===== src/rtl/phase_arbiter.sv =====
// Round-robin arbiter sharing one pipelined phase unit between two requesters.
// In-flight requests are tagged in order so each result returns to its origin.
module phase_arbiter #(
    parameter int DATA_WIDTH = 32,
    parameter int FIFO_AW    = 2,
    parameter int TAG_AW     = 5
) (
    input  logic                  clock,
    input  logic                  reset,
    input  logic                  enable,
    input  logic [DATA_WIDTH-1:0] req_i_1,
    input  logic [DATA_WIDTH-1:0] req_q_1,
    input  logic                  req_stb_1,
    input  logic [DATA_WIDTH-1:0] req_i_2,
    input  logic [DATA_WIDTH-1:0] req_q_2,
    input  logic                  req_stb_2,
    output logic [DATA_WIDTH-1:0] phase_in_i,
    output logic [DATA_WIDTH-1:0] phase_in_q,
    output logic                  phase_in_stb,
    input  logic [DATA_WIDTH-1:0] phase_out,
    input  logic                  phase_out_stb,
    output logic [DATA_WIDTH-1:0] phase_out_1,
    output logic                  phase_out_stb_1,
    output logic [DATA_WIDTH-1:0] phase_out_2,
    output logic                  phase_out_stb_2,
    output logic                  overflow_1,
    output logic                  overflow_2,
    output logic                  tag_error
);
    localparam int DW = DATA_WIDTH;
    localparam int FD = 1 << FIFO_AW;
    localparam int TD = 1 << TAG_AW;
    localparam logic [FIFO_AW:0] F_FULL = (FIFO_AW+1)'(FD);
    localparam logic [TAG_AW:0]  T_FULL = (TAG_AW+1)'(TD);

    typedef logic [2*DW-1:0] iq_t;

    iq_t                fifo_q [2][FD];
    logic [FIFO_AW-1:0] rd_q   [2];
    logic [FIFO_AW-1:0] wr_q   [2];
    logic [FIFO_AW:0]   cnt_q  [2];

    logic               tag_q  [TD];
    logic [TAG_AW-1:0]  trd_q;
    logic [TAG_AW-1:0]  twr_q;
    logic [TAG_AW:0]    tcnt_q;
    logic               last2_q;

    logic [1:0] stb;
    logic [1:0] avail;
    logic [1:0] gnt;
    logic [1:0] push;
    logic [1:0] drop;
    iq_t        din  [2];
    iq_t        head [2];
    iq_t        sel;
    logic       tag_full;
    logic       tpop;
    logic       terr;

    // An empty FIFO falls through so a lone request issues the next cycle.
    always_comb begin
        stb     = {req_stb_2, req_stb_1};
        din[0]  = {req_i_1, req_q_1};
        din[1]  = {req_i_2, req_q_2};
        for (int k = 0; k < 2; k++) begin
            avail[k] = (cnt_q[k] != '0) || (enable && stb[k]);
            head[k]  = (cnt_q[k] == '0) ? din[k] : fifo_q[k][rd_q[k]];
        end
        tag_full = (tcnt_q == T_FULL);
        gnt      = 2'b00;
        if (enable && !tag_full) begin
            if (avail[0] && (!avail[1] || last2_q)) begin
                gnt[0] = 1'b1;
            end else if (avail[1]) begin
                gnt[1] = 1'b1;
            end
        end
        for (int k = 0; k < 2; k++) begin
            push[k] = enable && stb[k] && ((cnt_q[k] != F_FULL) || gnt[k]);
            drop[k] = enable && stb[k] && !push[k];
        end
        sel  = gnt[1] ? head[1] : head[0];
        tpop = phase_out_stb && (tcnt_q != '0);
        terr = phase_out_stb && (tcnt_q == '0);
    end

    always_ff @(posedge clock) begin
        if (reset) begin
            for (int k = 0; k < 2; k++) begin
                rd_q[k]  <= '0;
                wr_q[k]  <= '0;
                cnt_q[k] <= '0;
            end
            trd_q           <= '0;
            twr_q           <= '0;
            tcnt_q          <= '0;
            last2_q         <= 1'b1;
            phase_in_i      <= '0;
            phase_in_q      <= '0;
            phase_in_stb    <= 1'b0;
            phase_out_1     <= '0;
            phase_out_2     <= '0;
            phase_out_stb_1 <= 1'b0;
            phase_out_stb_2 <= 1'b0;
            overflow_1      <= 1'b0;
            overflow_2      <= 1'b0;
            tag_error       <= 1'b0;
        end else begin
            for (int k = 0; k < 2; k++) begin
                if (push[k]) wr_q[k] <= wr_q[k] + FIFO_AW'(1);
                if (gnt[k])  rd_q[k] <= rd_q[k] + FIFO_AW'(1);
                if (push[k] && !gnt[k]) begin
                    cnt_q[k] <= cnt_q[k] + (FIFO_AW+1)'(1);
                end else if (!push[k] && gnt[k]) begin
                    cnt_q[k] <= cnt_q[k] - (FIFO_AW+1)'(1);
                end
            end
            if (|gnt) twr_q <= twr_q + TAG_AW'(1);
            if (tpop) trd_q <= trd_q + TAG_AW'(1);
            if ((|gnt) && !tpop) begin
                tcnt_q <= tcnt_q + (TAG_AW+1)'(1);
            end else if (!(|gnt) && tpop) begin
                tcnt_q <= tcnt_q - (TAG_AW+1)'(1);
            end
            if (|gnt) begin
                last2_q    <= gnt[1];
                phase_in_i <= sel[2*DW-1:DW];
                phase_in_q <= sel[DW-1:0];
            end
            phase_in_stb    <= |gnt;
            phase_out_stb_1 <= tpop && !tag_q[trd_q];
            phase_out_stb_2 <= tpop && tag_q[trd_q];
            if (tpop) begin
                phase_out_1 <= phase_out;
                phase_out_2 <= phase_out;
            end
            overflow_1 <= overflow_1 | drop[0];
            overflow_2 <= overflow_2 | drop[1];
            tag_error  <= tag_error | terr;
        end
    end

    always_ff @(posedge clock) begin
        for (int k = 0; k < 2; k++) begin
            if (push[k]) fifo_q[k][wr_q[k]] <= din[k];
        end
        if (|gnt) tag_q[twr_q] <= gnt[1];
    end

endmodule


===== config.mk =====
export PLATFORM = sky130hd
export DESIGN_NAME = phase_arbiter
export DESIGN_NICKNAME = d
export VERILOG_FILES = /design/src/rtl/phase_arbiter.sv
export SDC_FILE = /design/constraint.sdc
export NUM_CORES = 1
export LEC_CHECK = 0
export CAP_MARGIN = 20
export CORE_UTILIZATION = 55
export DETAILED_ROUTE_END_ITERATION = 12
export PLACE_DENSITY = 0.78
export SLEW_MARGIN = 0
export SYNTH_ARGS = -nofsm -noshare
export SYNTH_HDL_FRONTEND = slang
export SYNTH_SLANG_ARGS = --single-unit

===== constraint.sdc =====
create_clock -name clock -period 5.9 [get_ports clock]
set_input_delay 1.475 -clock clock [delete_from_list [all_inputs] [get_ports clock]]
set_output_delay 1.475 -clock clock [all_outputs]
set_load 0.02 [all_outputs]

Word-level counts from Yosys, hierarchy flattened --
Memory sizes are Yosys's and may differ from the RTL's. A register that Yosys moved wholly into a read port is not among the register bits. Cells that the tools add are included.
Storage, ports and cells: bits in read-only memories 0, logic and storage cells 157, bits in writable memories 558, register bits 119, latch bits 0, memories 5
Memory list:
- fifo_q | words 2, width 256, rd ports 2, clocked after memory_dff 0, write ports 2, line 38 | iq_t fifo_q [2][FD];
- tag_q | words 32, width 1, rd ports 1, clocked after memory_dff 1, write ports 1, line 43 | logic tag_q [TD];
- cnt_q | words 2, width 3, rd ports 2, clocked after memory_dff 0, write ports 2, line 41 | logic [FIFO_AW:0] cnt_q [2];
- rd_q | words 2, width 2, rd ports 2, clocked after memory_dff 0, write ports 2, line 39 | logic [FIFO_AW-1:0] rd_q [2];
- wr_q | words 2, width 2, rd ports 2, clocked after memory_dff 0, write ports 2, line 40 | logic [FIFO_AW-1:0] wr_q [2];
Cells by class: $mul 0, equal/unequal tests 3, add/sub/neg operators 12, reductions and logical operators 42, divide/modulo/power cells 0, order comparisons 6, bitwise operators 15, shift operators 0, muxes and demuxes 61
Operators with widths (count):
- $mux 64 | 9
- $mux 256 | 2
- $bmux 64 s2 | 2
- $demux 64 s2 | 2
- $mux 1 | 33
- $logic_and 1x1->1 | 20
- $ge 3x3->1 const B | 4
- $mux 3 | 4
- $mux 6 | 2
- $not 2->3 | 4
- $or 1x1->1 | 11
- $add 5x1->5 const B | 2
- $mux 2 | 5
- $mux 5 | 2
- $logic_not 1->1 | 9
- $add 2x1->2 const B | 4
- $add 3x1->3 const B | 2
- $add 6x1->6 const B | 1
- $eq 6x6->1 const B | 1
- $logic_not 3->1 | 2
- $logic_not 6->1 | 1
- $lt 3x1->1 const B | 2
- $ne 3x3->1 const B | 2
- $reduce_bool 3->1 | 2
- other kinds (6) | 11

Logic depth before layout (Yosys ltp) --
Gate-level depths: netlist (run 1).
depth after elaboration 16, gate-level depth with buffers 15, mapped depth without buffers 14

Worst setup path before layout (run 1) --
No wires, ideal clock.
kind input to register, start input port enable, end memory fifo_q[0][256] (netlist name), enable pin, library setup time 429 ps, arrival 4156 ps, path buffers 1, slack 1315 ps, required time 5471 ps, stages on the path 5, path through buf_2 > a2111o_1 > a22o_1 > a21oi_1 > and2_1
RTL lines:
- start, declared | line 10 | input logic enable,
- end, declared | line 38

==> results of run 1 <==
-- area by class of cell --
type | count | share of cell area
inverter | 19 | 0.00214
tap | 664 | 0.0249
clock inverter | 23 | 0.00746
sequential | 682 | 0.577
clock buffer | 98 | 0.0584
multi-input combinational | 967 | 0.233
antenna | 3 | 0.000225
timing repair buffer | 318 | 0.0977
-- cell usage in the layout, fill, tap and decap left out, drive strengths merged, types with 8 or more instances in the layout --
| master | n |
|---|---|
| nand3b | 55 |
| edfxtp | 558 |
| mux4 | 137 |
| a211oi | 11 |
| clkdlybuf4s50 | 298 |
| nand2 | 328 |
| xnor2 | 10 |
| nor2 | 71 |
| buf | 20 |
| ha | 21 |
| and3 | 119 |
| inv | 19 |
| o31ai | 53 |
| mux2i | 18 |
| a21oi | 47 |
| clkbuf | 98 |
| clkinv | 18 |
| nor3 | 8 |
| dfxtp | 124 |
-- metrics by stage --
step / util / hold slack, ns / area (µm²)
after floorplan: - / 0.468 / 27800
after global placement: 0.629 / 0.432 / 31000
after detailed placement: 0.629 / 0.447 / 31000
after CTS: 0.674 / 0.456 / 33200
after global routing: 0.676 / 0.476 / 33400
final: 0.676 / 0.458 / 33400
-- worst paths after layout --
| kind | from | endpoint | cells after the start |
|---|---|---|---|
| max reg2reg | cnt_q[1][0] | tcnt_q[5] | 14 |
| min reg2reg | overflow_2 | overflow_2 | 2 |
| min | overflow_2 | overflow_2 | 2 |
| max | enable | fifo_q[0][497] | 5 |
-- critical path, stage by stage --
cell and delay (ns):
sky130_fd_sc_hd__clkdlybuf4s50_1 0.62, sky130_fd_sc_hd__a2111o_1 0.57, sky130_fd_sc_hd__a22o_1 0.28, sky130_fd_sc_hd__a21oi_1 0.48
sky130_fd_sc_hd__and2_4 0.92
-- registers in the layout, summed over array words and instances, names as in the netlist, named ones only --
name	flops
tag_q	32
phase_in_stb	1
phase_in_q	32
overflow_1	1
fifo_q	512
phase_in_i	32
phase_out_stb_2	1
tcnt_q	6
phase_out_stb_1	1
wr_q	4
last2_q	1
rd_q	4
phase_out_2	32
trd_q	5
overflow_2	1
tag_error	1
twr_q	5
cnt_q	6
-- power breakdown --
part           internal, W  switching (W)  total [W]  leakage (nW)
Clock              0.00252        0.00175    0.00427          1.08
Combinational      0.00145        0.00190    0.00335          4.25
Sequential         0.00560       0.000275    0.00588          6.11
Total              0.00957        0.00393     0.0135          11.4
-- metal layers --
metal,up-vias,part of all wire,global-route usage
met1,8323,0.38,0.333
met3,138,0.095,0.0582
met2,868,0.49,0.428
met4,2,0.036,0.117
met5,-,0.00020,0
li1,7328,-,-
-- kinds of logic (layout without fill, tap and decap cells) --
family / after synthesis / in the layout / synth area share
flip-flops: 682 / 682 / 0.693
other: 0 / 3 / 0
AO/OA/AOI/OAI: 146 / 146 / 0.0356
XOR/XNOR: 17 / 17 / 0.00536
multiplexers: 155 / 155 / 0.118
buffers and inverters: 163 / 458 / 0.0298
adder cells (fa/ha/maj): 23 / 23 / 0.0109
AND/OR/NAND/NOR: 626 / 626 / 0.108
==> qor.yml, run 1 <==
fin_total_pwr_w: 0.0135
drt_iter0_drc: 1733
unrepaired_setup_endpoints_after_global_routing: "no"
area_of_the_die_um2: 51400
clock_path_buffers: 3
synthMostInstantiatedCell: "sky130_fd_sc_hd__edfxtp_1"
postCtsSetupBuffers: 0
report.final.hold_viol_count: 0
cts_hold_buffers: 0
min_period_ns: 4.19
max_cap_violations: 0
data_arrival_critical_path_ns: 4.40
synth_seq_area_share: 0.693
finish.cell_count_without_fillers: 2774
routed_via_density: 6.01
fill_cells: 3246
layout_worst_path_cycle_share: 0.710
tritoncts.num_buffers: 67
run_status: "completed"
drt_first_pass_iters: 5
start_util: 0.563
synth_top_area_share: 0.603
dr_total_vias: 16700
yosysWarningCount: 0
yosys_most_used_dff: "sky130_fd_sc_hd__edfxtp_1"
finalWeightedCongestion: 0.778
io_buffers: 299
ant_nets: 0
dp_slack_ns: 1.11
die_span_in_x_um: 227
postSynthNetCount: 2001
critical_path_peak_fanout: 64
final.setup.worst_slack_ns: 1.71
async_flop_share: 0
final_net_count: 2244
floorplan.die.height_um: 227
route.detailed.drc: 0
tritoncts: "done"
grt_pass1_wl_um: 98800
tightestPinTransition_ns: 1.11
headroom_to_the_max_slew_limit: 0.262
syn-instance-count: 1812
synth_top_area_cell: "sky130_fd_sc_hd__edfxtp_1"
cts-htree-levels: 3
place_inst: 2646
synth_seq_cells: 682
critPathRequiredTime_ns: 6.11
multiInputGateArea_um2: 7760
syn-cell-area_um2: 27800
pin_count: 300
design.core.area_um2: 49400
syn_area_per_cell_um2: 15.3
synth-edff-count: 558
sum_of_negative_setup_slack_ns: 0
post_route_cells_drive_above_1_share: 0.133
initial_antenna_violation_count: 4
cts_root_buf: "sky130_fd_sc_hd__clkbuf_16"
p_leak_nw: 11.4
globalRouteOverflowTotal: 0
clock-skew-final_ns: 0.0329
area_growth_syn_to_layout_pct: 20.1
clock_latency_ns: 0.60
crit_path_end_kind: "flip-flop"
netlist-cell-type-count: 57
grt_max_degree: 81
cts.repair.resized: 0
report.final.setup_viol: 0
combined_flip_flop_and_latch_cell_area_um2: 19200
synth.cells.most_frequent: "sky130_fd_sc_hd__edfxtp_1 (558), sky130_fd_sc_hd__nand2_1 (327), sky130_fd_sc_hd__mux4_2 (137)"
power.ir.vdd_worst_mv: 0.252
routedWlPerCell_um: 23.8
vias_in_the_first_global_route: 17000
worst_setup_path_start_kind: "input pin"
placementRows: 81
grt_use_total: 0.261
clk_pin_slew_ns: 0.06
rrSetupSlack_ns: 1.90
cts_sinks: 682
netlist_top_cells_area: "sky130_fd_sc_hd__edfxtp_1 (60%), sky130_fd_sc_hd__mux4_2 (11%), sky130_fd_sc_hd__dfxtp_1 (8.9%)"
category_of_the_most_critical_setup_path: "in2reg"
drv_slew: 0
power_density_nw_per_um2: 405
detailed_place_hpwl_um: 39000
maxClockFrequency_ghz: 0.239
final_routed_wirelength_um: 66000
hold_path_class: "reg2reg"
Note: power is estimated with default switching activity, not from simulation.
==> run 2: changes to the inputs <==
Clock period 5.9 ns to 4.3 ns, I/O delays scaled along.
==> qor.yml, run 2 (same netlist as run 1, synthesis figures left out) <==
run_status: "completed"
tritoncts.num_buffers: 70  # +4.5%
clock-skew-final_ns: 0.0230  # -0.00985 ns
finish.instance_area_um2: 33700  # +1.0%
area_growth_syn_to_layout_pct: 21.3
largest_register_ff_count: 512  # unchanged
power_density_nw_per_um2: 554  # +37%
mostFrequentLayoutCells: "sky130_fd_sc_hd__edfxtp_1 (558), sky130_fd_sc_hd__nand2_1 (327), sky130_fd_sc_hd__clkdlybuf4s50_1 (298), sky130_fd_sc_hd__mux4_2 (137), sky130_fd_sc_hd__dfxtp_1 (124)"
headroom_to_the_max_slew_limit: 0.246  # -0.0157
drt_iter0_drc: 1545  # -11%
initial_antenna_violation_count: 5  # +1
design.core.area_um2: 49400  # unchanged
min_period_ns: 3.41
area_of_the_die_um2: 51400  # unchanged
unrepaired_setup_endpoints_after_global_routing: "no"
grt_use_total: 0.268  # +0.00705
pin_count: 300  # unchanged
grt_max_degree: 77  # -4.9%
power.ir.vdd_worst_mv: 0.391  # +55%
placementRows: 81  # unchanged
tightestPinTransition_ns: 1.13  # +0.0236 ns
regToRegStartpoint: "cnt_q[0][0]"
detailed_place_hpwl_um: 41200  # +5.7%
p_leak_nw: 11.6  # +1.5%
category_of_the_most_critical_setup_path: "reg2reg"
vias_in_the_first_global_route: 17200  # +1.4%
clock_latency_ns: 0.61  # about the same
drv_slew: 0  # unchanged
whs_path_depth: 2  # unchanged
hold_path_startpoint: "overflow_2"
hold_end: "overflow_2"
hold_path_class: "reg2reg"
clk_pin_slew_ns: 0.06  # about the same
critical_path_peak_fanout: 11  # -83%
maxClockFrequency_ghz: 0.293
data_arrival_critical_path_ns: 3.93  # -0.47 ns
die_span_in_x_um: 227  # unchanged
worst_setup_path_start_kind: "flip-flop"
postCtsSetupBuffers: 0  # unchanged
crit_path_end_kind: "flip-flop"
worst_hold_slack_ns: 0.449  # -0.00916 ns
dr_total_vias: 16900  # +1.5%
grt_pass1_wl_um: 102000  # +3.4%
cts_root_buf: "sky130_fd_sc_hd__clkbuf_16"
routedWlPerCell_um: 24.0  # +0.75%
final_routed_wirelength_um: 67300  # +2.0%
cts.repair.resized: 0  # unchanged
clock_path_buffers: 3  # unchanged
post_route_cells_drive_above_1_share: 0.146  # +0.0124
critPathRequiredTime_ns: 4.82  # -1.29 ns
sum_of_negative_setup_slack_ns: 0  # unchanged
route.detailed.drc: 0  # unchanged
drt_first_pass_iters: 5  # unchanged
rrSetupSlack_ns: 0.89  # -1.01 ns
cts_hold_buffers: 0  # unchanged
mostFrequentLayoutCell: "sky130_fd_sc_hd__edfxtp_1"
io_buffers: 299  # unchanged
floorplan.die.height_um: 227  # unchanged
globalRouteOverflowTotal: 0  # unchanged
report.final.hold_viol_count: 0  # unchanged
ant_nets: 0  # unchanged
max_cap_violations: 0  # unchanged
dpl_cell_area_um2: 31400  # +1.2%
layout_worst_path_cycle_share: 0.794
r2r.worst_path.cells: 12  # -2
tritoncts: "done"
start_util: 0.563  # unchanged
cts-htree-levels: 3  # unchanged
routed_via_density: 6.02  # +0.23%
cts_sinks: 682  # unchanged
report.final.setup_viol: 0  # unchanged
regToRegEndpoint: "tcnt_q[5]"
finalWeightedCongestion: 0.840  # +7.9%
final_net_count: 2274  # +1.3%
## run 2: layer usage
| metal | part of all wire | vias up | track usage |
|---|---|---|---|
| met5 | 0.00049 | - | 0 |
| met4 | 0.024 | 4 | 0.0952 |
| li1 | - | 7391 | - |
| met3 | 0.098 | 122 | 0.0600 |
| met2 | 0.49 | 917 | 0.443 |
| met1 | 0.39 | 8468 | 0.349 |
## run 2: area by class of cell
type                    instances  area (µm²)
diodes                          3        7.51
clock buffers                  99        1940
clock inverters                29         297
fillers                      3248       15700
inverters                      19        71.3
multi-input cells             967        7760
flip-flops and latches        682       19200
well taps                     664         831
repair buffers                345        3560
## run 2: where the power goes
part | leakage, nW | internal [W] | switching [W] | total (W)
clock | 1.09 | 0.00347 | 0.00245 | 0.00592
combinational | 4.41 | 0.00204 | 0.00263 | 0.00468
sequential | 6.11 | 0.00769 | 0.000368 | 0.00806
total | 11.6 | 0.0132 | 0.00546 | 0.0187
## run 2: stage by stage
step / util / std cells / setup slack, ns / power, W
global route: 0.683 / 2808 / 0.672 / 0.0194
detailed placement: 0.637 / 2676 / 0.290 / 0.0128
global placement: 0.637 / 2676 / 0.355 / 0.0127
finish: 0.683 / 2808 / 0.886 / 0.0187
CTS: 0.682 / 2804 / 0.912 / 0.0187
floorplan: - / 1812 / 0.115 / 0.0111
## run 2: worst max path at each step
stage	slack, ns	start	end
floorplan	0.12	enable	fifo_q[0][256]
global placement	0.35	enable	fifo_q[0][436]
detailed placement	0.29	enable	fifo_q[0][309]
CTS	0.91	cnt_q[0][0]	tcnt_q[5]
global route	0.67	cnt_q[0][0]	tcnt_q[5]
finish	0.89	cnt_q[0][0]	tcnt_q[5]
## run 2: critical path, stage by stage, from the launching register on
cell	delay, ns
sky130_fd_sc_hd__edfxtp_1	0.47
sky130_fd_sc_hd__or3_2	0.52
sky130_fd_sc_hd__or4_4	0.51
sky130_fd_sc_hd__nand2_2	0.10
sky130_fd_sc_hd__inv_2	0.12
sky130_fd_sc_hd__ha_1	0.25
sky130_fd_sc_hd__inv_1	0.17
sky130_fd_sc_hd__ha_1	0.26
sky130_fd_sc_hd__a21o_1	0.17
sky130_fd_sc_hd__a21oi_1	0.25
sky130_fd_sc_hd__o21ai_0	0.17
sky130_fd_sc_hd__a31o_2	0.23
sky130_fd_sc_hd__a21oi_1	0.12
==> run 3: changes to the inputs <==
Clock period 4.3 ns to 3.4 ns, I/O delays scaled along.
==> qor.yml, run 3 (same netlist as run 1, synthesis figures left out) <==
drt_first_pass_iters: 6  # +1
category_of_the_most_critical_setup_path: "reg2reg"
layout_worst_path_cycle_share: 0.916  # +0.122
start_util: 0.563  # unchanged
fin_util: 0.689  # +0.00591
cts_sinks: 682  # unchanged
clock-skew-final_ns: 0.0216  # -0.00143 ns
largest_register_ff_count: 512  # unchanged
finish.instance_area_um2: 34000  # +0.86%
post_route_cells_drive_above_1_share: 0.157  # +0.0115
critPathRequiredTime_ns: 3.91  # -0.91 ns
sum_of_negative_setup_slack_ns: 0  # unchanged
initial_antenna_violation_count: 9  # +4
mostFrequentLayoutCell: "sky130_fd_sc_hd__edfxtp_1"
routed_via_density: 5.95  # -1.2%
floorplan.die.height_um: 227  # unchanged
vias_in_the_first_global_route: 17300  # +0.41%
fill_cells: 3240  # -0.25%
final_net_count: 2300  # +1.1%
grt_pass1_wl_um: 101000  # -1.3%
design.core.area_um2: 49400  # unchanged
maxClockFrequency_ghz: 0.321  # +9.6%
min_period_ns: 3.12  # -0.298 ns
postCtsSetupBuffers: 0  # unchanged
place_inst: 2704  # +1.0%
area_of_the_die_um2: 51400  # unchanged
io_buffers: 299  # unchanged
grt_use_total: 0.264  # -0.00442
crit_path_end_kind: "flip-flop"
final_routed_wirelength_um: 66300  # -1.5%
hold_path_class: "reg2reg"
tritoncts.num_buffers: 69  # -1.4%
placementRows: 81  # unchanged
max_cap_violations: 0  # unchanged
report.final.setup_viol: 0  # unchanged
cts_hold_buffers: 0  # unchanged
pin_count: 300  # unchanged
drv_slew: 0  # unchanged
routedWlPerCell_um: 23.4  # -2.3%
tightestPinTransition_ns: 0.995  # -0.136 ns
p_leak_nw: 11.8  # +1.3%
worst_setup_path_start_kind: "flip-flop"
globalRouteOverflowTotal: 0  # unchanged
drt_iter0_drc: 1325  # -14%
detailed_place_hpwl_um: 41300  # +0.25%
cts-htree-levels: 3  # unchanged
report.final.hold_viol_count: 0  # unchanged
power_density_nw_per_um2: 690  # +25%
dr_total_vias: 16800  # -0.35%
run_status: "completed"
fin_total_pwr_w: 0.0235  # +26%
die_span_in_x_um: 227  # unchanged
headroom_to_the_max_slew_limit: 0.337  # +0.0908
cts.repair.resized: 0  # unchanged
tritoncts: "done"
grt_max_degree: 72  # -6.5%
area_growth_syn_to_layout_pct: 22.4
cts_root_buf: "sky130_fd_sc_hd__clkbuf_16"
critical_path_peak_fanout: 6  # -5
power.ir.vdd_worst_mv: 0.519  # +33%
clk_pin_slew_ns: 0.06  # about the same
data_arrival_critical_path_ns: 3.62  # -0.31 ns
finalWeightedCongestion: 0.814  # -3.1%
clock_latency_ns: 0.59  # -0.02 ns
mostFrequentLayoutCells: "sky130_fd_sc_hd__edfxtp_1 (558), sky130_fd_sc_hd__nand2_1 (327), sky130_fd_sc_hd__clkdlybuf4s50_1 (298), sky130_fd_sc_hd__mux4_2 (137), sky130_fd_sc_hd__dfxtp_1 (124)"
route.detailed.drc: 0  # unchanged
ant_nets: 0  # unchanged
clock_path_buffers: 3  # unchanged
dpl_cell_area_um2: 31800  # +1.2%
finish.cell_count_without_fillers: 2831  # +0.82%
unrepaired_setup_endpoints_after_global_routing: "no"
==> run 3: cell count changes in the layout (fill, tap and decap cells not counted), sizes merged <==
| cell | change |
|---|---|
| inv | -1 |
| clkbuf | -1 |
| diode | +1 |
| bufinv | -1 |
| buf | +27 |
| clkinvlp | -2 |
==> run 3: power breakdown <==
group | leakage (nW) | switching [W] | internal (W)
registers | 6.11 | 0.000411 | 0.00972
logic | 4.58 | 0.00337 | 0.00268
clock network | 1.08 | 0.00302 | 0.00426
==> run 3: path summary, 6_finish.rpt <==
kind               start         end  slack (ns)  cells after the start
max          cnt_q[0][2]   tcnt_q[5]        0.28                     12
min           overflow_2  overflow_2        0.45                      2
max reg2reg  cnt_q[0][2]   tcnt_q[5]        0.28                     12
min reg2reg   overflow_2  overflow_2        0.45                      2
==> run 3: through the flow <==
stage	hold WS, ns	setup WS [ns]
5_1_grt	0.483	0.123
6_report	0.455	0.284
3_5_place_dp	0.452	-0.0307
3_3_place_gp	0.440	-0.0428
4_1_cts	0.459	0.320
2_1_floorplan	0.468	0.0203
==> run 3: area by class of cell <==
cell class | instances | area [µm²] | share of cell area
flip-flops and latches | 682 | 19200 | 0.566
multi-input cells | 967 | 7760 | 0.228
repair buffers | 372 | 3910 | 0.115
clock buffers | 98 | 1930 | 0.0568
well taps | 664 | 831 | 0.0244
clock inverters | 25 | 235 | 0.00692
inverters | 19 | 71.3 | 0.00210
diodes | 4 | 10.0 | 0.000294
==> run 3: metal layers <==
metal  track usage  share of wire
met1         0.347           0.39
met2         0.436           0.50
met3        0.0548          0.089
met5             0         0.0015
met4        0.0911          0.025
==> run 3: worst max-delay path, stage by stage, from the launching register on <==
cell and delay, ns:
sky130_fd_sc_hd__edfxtp_1 0.49, sky130_fd_sc_hd__or3_2 0.48, sky130_fd_sc_hd__or4_4 0.52, sky130_fd_sc_hd__nand2_4 0.09, sky130_fd_sc_hd__inv_2 0.04, sky130_fd_sc_hd__ha_1 0.18, sky130_fd_sc_hd__inv_1 0.11, sky130_fd_sc_hd__ha_1 0.27
sky130_fd_sc_hd__nor4_1 0.26, sky130_fd_sc_hd__a31oi_1 0.07, sky130_fd_sc_hd__a21boi_0 0.15, sky130_fd_sc_hd__a31o_2 0.26, sky130_fd_sc_hd__a21oi_1 0.12
